## src/rtl/sram_arbiter_pkg.sv

```systemverilog
// Shared types for the external-SRAM arbiter: word/address aliases, arbiter
// state encoding and the captured request payload driven onto the mem_* bus.
`timescale 1ns/1ps
package sram_arbiter_pkg;

  localparam int unsigned WORD_W     = 32;
  localparam int unsigned RAM_ADDR_W = 20;
  localparam int unsigned MASK_W     = 4;
  localparam int unsigned STREAK_W   = 4;

  typedef logic                  Bit_t;
  typedef logic [WORD_W-1:0]     Word_t;
  typedef logic [RAM_ADDR_W-1:0] Ram_addr_t;
  typedef logic [MASK_W-1:0]     Mask_t;

  typedef enum logic [1:0] {
    IDLE    = 2'd0,
    BUSY_DM = 2'd1,
    BUSY_IF = 2'd2
  } Arb_state_t;

  // Request as presented to the SRAM controller; held stable while busy.
  typedef struct packed {
    Bit_t      read_op;
    Bit_t      write_op;
    Ram_addr_t addr;
    Word_t     wdata;
    Mask_t     byte_mask;
  } Mem_req_t;

  localparam Mask_t MASK_ALL = '1;

endpackage

```

## src/rtl/sram_arbiter.sv

```systemverilog
// Two-requester arbiter for the single external-SRAM port: DM has priority,
// IF is forced in after MAX_DM_STREAK back-to-back contested DM grants.
`timescale 1ns/1ps
module sram_arbiter
  import sram_arbiter_pkg::*;
#(
  parameter int unsigned MAX_DM_STREAK = 4
) (
  input  logic        clk,
  input  logic        rst,
  input  logic        if_req,
  input  logic [19:0] if_addr,
  output logic [31:0] if_rdata,
  output logic        if_stall,
  input  logic        dm_read,
  input  logic        dm_write,
  input  logic [19:0] dm_addr,
  input  logic [31:0] dm_wdata,
  input  logic [3:0]  dm_byte_mask,
  output logic [31:0] dm_rdata,
  output logic        dm_stall,
  output logic        mem_read_op,
  output logic        mem_write_op,
  output logic [19:0] mem_addr,
  output logic [31:0] mem_wdata,
  output logic [3:0]  mem_byte_mask,
  input  logic [31:0] mem_rdata,
  input  logic        mem_ack
);

  localparam logic [STREAK_W-1:0] STREAK_MAX = STREAK_W'(MAX_DM_STREAK);

  Arb_state_t          state_q, state_d;
  logic [STREAK_W-1:0] streak_q, streak_d;
  Mem_req_t            req_q, req_d;
  Word_t               if_rdata_q, if_rdata_d;
  Word_t               dm_rdata_q, dm_rdata_d;

  logic dm_pend;
  logic dm_ack_c;
  logic if_ack_c;
  logic dm_rd_done_c;
  logic if_rd_done_c;

  // Completion qualifiers; a withdrawn request discards its read data.
  assign dm_pend      = dm_read | dm_write;
  assign dm_ack_c     = (state_q == BUSY_DM) & mem_ack;
  assign if_ack_c     = (state_q == BUSY_IF) & mem_ack;
  assign dm_rd_done_c = dm_ack_c & req_q.read_op & dm_read;
  assign if_rd_done_c = if_ack_c & if_req;

  always_comb begin
    state_d    = state_q;
    streak_d   = streak_q;
    req_d      = req_q;
    if_rdata_d = if_rdata_q;
    dm_rdata_d = dm_rdata_q;

    case (state_q)
      IDLE: begin
        if (dm_pend && (!if_req || (streak_q < STREAK_MAX))) begin
          state_d         = BUSY_DM;
          req_d.write_op  = dm_write;
          req_d.read_op   = dm_read & ~dm_write;
          req_d.addr      = dm_addr;
          req_d.wdata     = dm_wdata;
          req_d.byte_mask = dm_byte_mask;
          if (if_req) begin
            streak_d = (streak_q < STREAK_MAX) ? streak_q + STREAK_W'(1) : streak_q;
          end else begin
            streak_d = '0;
          end
        end else if (if_req) begin
          state_d         = BUSY_IF;
          req_d.write_op  = 1'b0;
          req_d.read_op   = 1'b1;
          req_d.addr      = if_addr;
          req_d.wdata     = '0;
          req_d.byte_mask = MASK_ALL;
          streak_d        = '0;
        end
      end
      BUSY_DM, BUSY_IF: begin
        // Only the ops drop; addr/wdata/mask keep their last values.
        if (mem_ack) begin
          state_d        = IDLE;
          req_d.read_op  = 1'b0;
          req_d.write_op = 1'b0;
        end
      end
      default: state_d = IDLE;
    endcase

    if (dm_rd_done_c) dm_rdata_d = mem_rdata;
    if (if_rd_done_c) if_rdata_d = mem_rdata;
  end

  always_ff @(posedge clk or posedge rst) begin
    if (rst) begin
      state_q    <= IDLE;
      streak_q   <= '0;
      req_q      <= '0;
      if_rdata_q <= '0;
      dm_rdata_q <= '0;
    end else begin
      state_q    <= state_d;
      streak_q   <= streak_d;
      req_q      <= req_d;
      if_rdata_q <= if_rdata_d;
      dm_rdata_q <= dm_rdata_d;
    end
  end

  assign mem_read_op   = req_q.read_op;
  assign mem_write_op  = req_q.write_op;
  assign mem_addr      = req_q.addr;
  assign mem_wdata     = req_q.wdata;
  assign mem_byte_mask = req_q.byte_mask;

  // Stall drops and read data passes through in the owner's ack cycle.
  assign dm_stall = dm_pend & ~dm_ack_c;
  assign if_stall = if_req & ~if_ack_c;
  assign dm_rdata = dm_rd_done_c ? mem_rdata : dm_rdata_q;
  assign if_rdata = if_rd_done_c ? mem_rdata : if_rdata_q;

endmodule
```

## config.mk

```make
export PLATFORM = sky130hd
export DESIGN_NAME = sram_arbiter
export DESIGN_NICKNAME = d
export VERILOG_FILES = /design/src/rtl/sram_arbiter_pkg.sv /design/src/rtl/sram_arbiter.sv
export SDC_FILE = /design/constraint.sdc
export NUM_CORES = 1
export LEC_CHECK = 0
export CAP_MARGIN = 10
export CORE_ASPECT_RATIO = 0.7
export CORE_UTILIZATION = 37
export DETAILED_ROUTE_END_ITERATION = 10
export PLACE_DENSITY = 0.77
export SETUP_SLACK_MARGIN = 0.1
export SLEW_MARGIN = 10
export SYNTH_ARGS = -nofsm -noshare
export SYNTH_HDL_FRONTEND = slang
export SYNTH_SLANG_ARGS = --single-unit
```

## constraint.sdc

```tcl
create_clock -name clk -period 4.55 [get_ports clk]
set_input_delay 0.91 -clock clk [delete_from_list [all_inputs] [get_ports clk]]
set_output_delay 0.91 -clock clk [all_outputs]
set_load 0.01 [all_outputs]
```

==> reports/metrics.yaml <==
routing:
  routed_wl_um: 13300
  via_per_inst: 4.99
  wire_per_inst_um: 17.7
  drtIter0Drc: 217
  vias: 3735
  ant_nets: 0
  first_pass_iters: 4
  drc: 0
worst_setup_path:
  cpLargestDelayFamily: "buffers and inverters"
  r2r_start: "state_q[1]$_DFFE_PP0P_"
  end_kind: "primary output"
  required_ns: 3.64
  crit_path_max_incr_delay_ns: 0.53
  crit_top_cell: "clkdlybuf4s50_1"
  cp.arrival_ns: 2.92
  cpMaxStageDelayCell: "clkdlybuf4s50_1"
  cp_max_fo: 32
  cp-start-kind: "input port"
  cp.buffers_inverters: 3
  crit_chain: "clkdlybuf4s50_1 > nand4_1 > buf_4 > mux2_2 > clkdlybuf4s50_1"
  crit_type: "input port to primary output"
  cp-startpoint: "dm_read"
sta:
  hold_viol: 0
  max-slew-margin-rel: 0.314
  max_freq_ghz: 0.261
  finClkSkew_ns: 0.0106
  final.min_clock_period_ns: 3.83
  tns_ns: 0
  whs_ns: 0.493
  worst_pin_slew_ns: 1.03
  slew_violations: 0
  worst_slack_ns: 0.724
  fin_crit_sh: 0.841
  finalSetupViolCount: 0
  rsz0062_at_grt: "no"
cells_and_area:
  layout-drive-gt1-share: 0.182
  final_cells: 749
  fillers: 989
  finalNetCount: 689
  seqCellArea_mm2: 0.00320
  final_area_mm2: 0.00812
  diodes: 0
  finalCoreUtilization: 0.618
  area_growth_pct: 63.0
  multiInputGateArea_mm2: 0.00164
placed_design:
  dp_hpwl_um: 9450
  dpl.cell_count: 718
  gp_congestion: 0.778
  port-buffer-count: 237
  pre_cts_ws_ns: 0.746
  placed_area_mm2: 0.00749
yosys:
  synth_fp_nets: 448
  synthCells: 330
  yosys_warnings: 0
  synth_seq_area_share: 0.643
  ys_ff_latch: 128
  syn_area_mm2: 0.00498
  avgSynthCellArea_um2: 15.1
  synth_enable_flop_cells: 0
  synthArstFlopShare: 1.00
  ys.flop_type: "dfrtp_1"
  ys_types: 31
power_and_ir_drop:
  p_int_mw: 4.13
  power_switching_mw: 1.77
  ir_worst_vdd_v: 0.000417
  p_leak_nw: 3.54
  switching_share: 0.300
  power_mw: 5.89
  seqPwrFrac: 0.322
  pwr-share-comb: 0.433
  powerDensity_mw_per_mm2: 725
  clkPwrFrac: 0.245
floorplan:
  die_h_um: 99.1
  die-width_um: 141
  initial_utilization: 0.379
  core_area_mm2: 0.0131
  num_rows: 35
  ios: 238
  die_area_mm2: 0.0139
clock_tree:
  numClockSinks: 128
  cts_buffer_depth: 2
  htreeDepth: 4
  cts_setup_buffers: 0
  cts_resized: 0
  cts_buffers: 17
  cts_tree: "built"
  path_clk_slew_ns: 0.06
  cts-root-buf: "clkbuf_16"
  holdBufCountCts: 0
  clk_latency_ns: 0.40
global_route:
  grt_pass1_wl_um: 21300
  use_met2: 0.338
  globalRouteMet1Util: 0.242
  antenna_found_initial: 0
  grt_use_met3: 0.0607
  grt.busiest_layer: "met2"
  grt_pass1_vias: 4086
  track_usage: 0.198
  grt_start_max_net_pins: 57
  gr-total-overflow: 0
hold_path:
  min_from: "if_rdata_q[21]$_DFF_PP0_"
  hold_path.class: "register to register"
job:
  cap_violations: 0
run_status:
  status: "finished, final reports clean"
[worst reg2reg max path: stages, from the launching register on]
cell and delay [ns]:
dfrtp_1 0.41, inv_1 0.11, ha_1 0.44, and3_2 0.96, a221o_1 0.34
[worst paths after layout]
kind / endpoint / slack, ns / depth (start not counted)
worst max-delay path: dm_rdata[16] / 0.72 / 5
worst min-delay path: if_rdata_q[21]$_DFF_PP0_ / 0.49 / 1
worst max register to register: mem_addr[0]$_DFFE_PP0P_ / 2.22 / 4
worst min register to register: if_rdata_q[21]$_DFF_PP0_ / 0.49 / 1
max in group asynchronous: mem_addr[18]$_DFFE_PP0P_ / 2.71 / 3
min in group asynchronous: mem_wdata[18]$_DFFE_PP0P_ / 0.97 / 2
[cell type report]
type                    count  share of cell area
flip-flops and latches    128               0.394
repair buffers            244               0.299
multi-input cells         177               0.202
clock buffers              19              0.0558
well taps                 166              0.0256
clock inverters            12              0.0225
inverters                   3             0.00169
[power groups by stage]
stage	Sequential [mW]	Clock [mW]	Combinational, mW
final	1.89	1.44	2.55
after global routing	1.95	1.53	2.72
after CTS	1.90	1.48	2.58
after detailed placement	1.91	0	2.57
after global placement	1.88	0	2.50
after floorplan	1.98	0	1.11
[synth_stat cells, types with 2 or more instances]
master / n / area [um2]
a221o_1: 20 / 200
nand2b_1: 3 / 18.8
and2_1: 21 / 131
dfrtp_1: 128 / 3200
o21ai_0: 3 / 15.0
o22a_1: 4 / 35.0
nand2_1: 2 / 7.51
nor2_1: 3 / 11.3
a22o_1: 35 / 307
mux2_2: 64 / 721
inv_1: 3 / 11.3
buf_2: 12 / 60.1
clkbuf_1: 3 / 11.3
buf_6: 6 / 67.6
ha_1: 4 / 50.1
nand3_1: 4 / 20.0
[state kept, by name (all words and copies together), names as in the netlist]
name,flops
dm_rdata_q,32
if_rdata_q,32
mem_wdata,32
mem_addr,20
mem_byte_mask,4
streak_q,4
state_q,2
mem_read_op,1
mem_write_op,1
[cells by family after synthesis]
logic type / after synthesis / synth area share
mux: 64 / 0.145
flops: 128 / 0.643
simple gates: 37 / 0.0434
buf+inv: 25 / 0.0316
compound gates: 72 / 0.128
fa+ha+maj: 4 / 0.0100
[routing by layer]
| layer | vias to the layer above | wire length, um |
|---|---|---|
| met1 | 1875 | 5750 |
| met4 | 0 | 127 |
| met3 | 13 | 844 |
| li1 | 1708 | - |
| met2 | 139 | 6550 |
| met5 | - | 0 |
[cell usage in the layout, fill, tap and decap left out]
master and n:
ha_1 4, o21ai_0 3, and3_2 1, nand2_1 2, nand2b_1 3, nor2b_1 1, o22a_1 4, clkbuf_16 17
clkinv_2 1, mux2_2 64, nor2_1 3, nand3_1 4, and2_1 21, a31oi_1 1, a32o_1 1, a211oi_1 1
o41ai_1 1, o311a_1 1, clkinv_4 3, o2bb2ai_1 1, inv_1 2, o31ai_4 1, inv_6 1, a21boi_0 1
buf_4 7, o21a_1 1, bufinv_16 4, a22o_1 35, clkbuf_8 2, inv_4 1, or2_4 1, clkinvlp_4 3
nand4_1 1, a221o_1 20, dfrtp_1 128, a21oi_1 1, clkdlybuf4s50_1 237
Note: power is estimated with default switching activity, not from simulation.
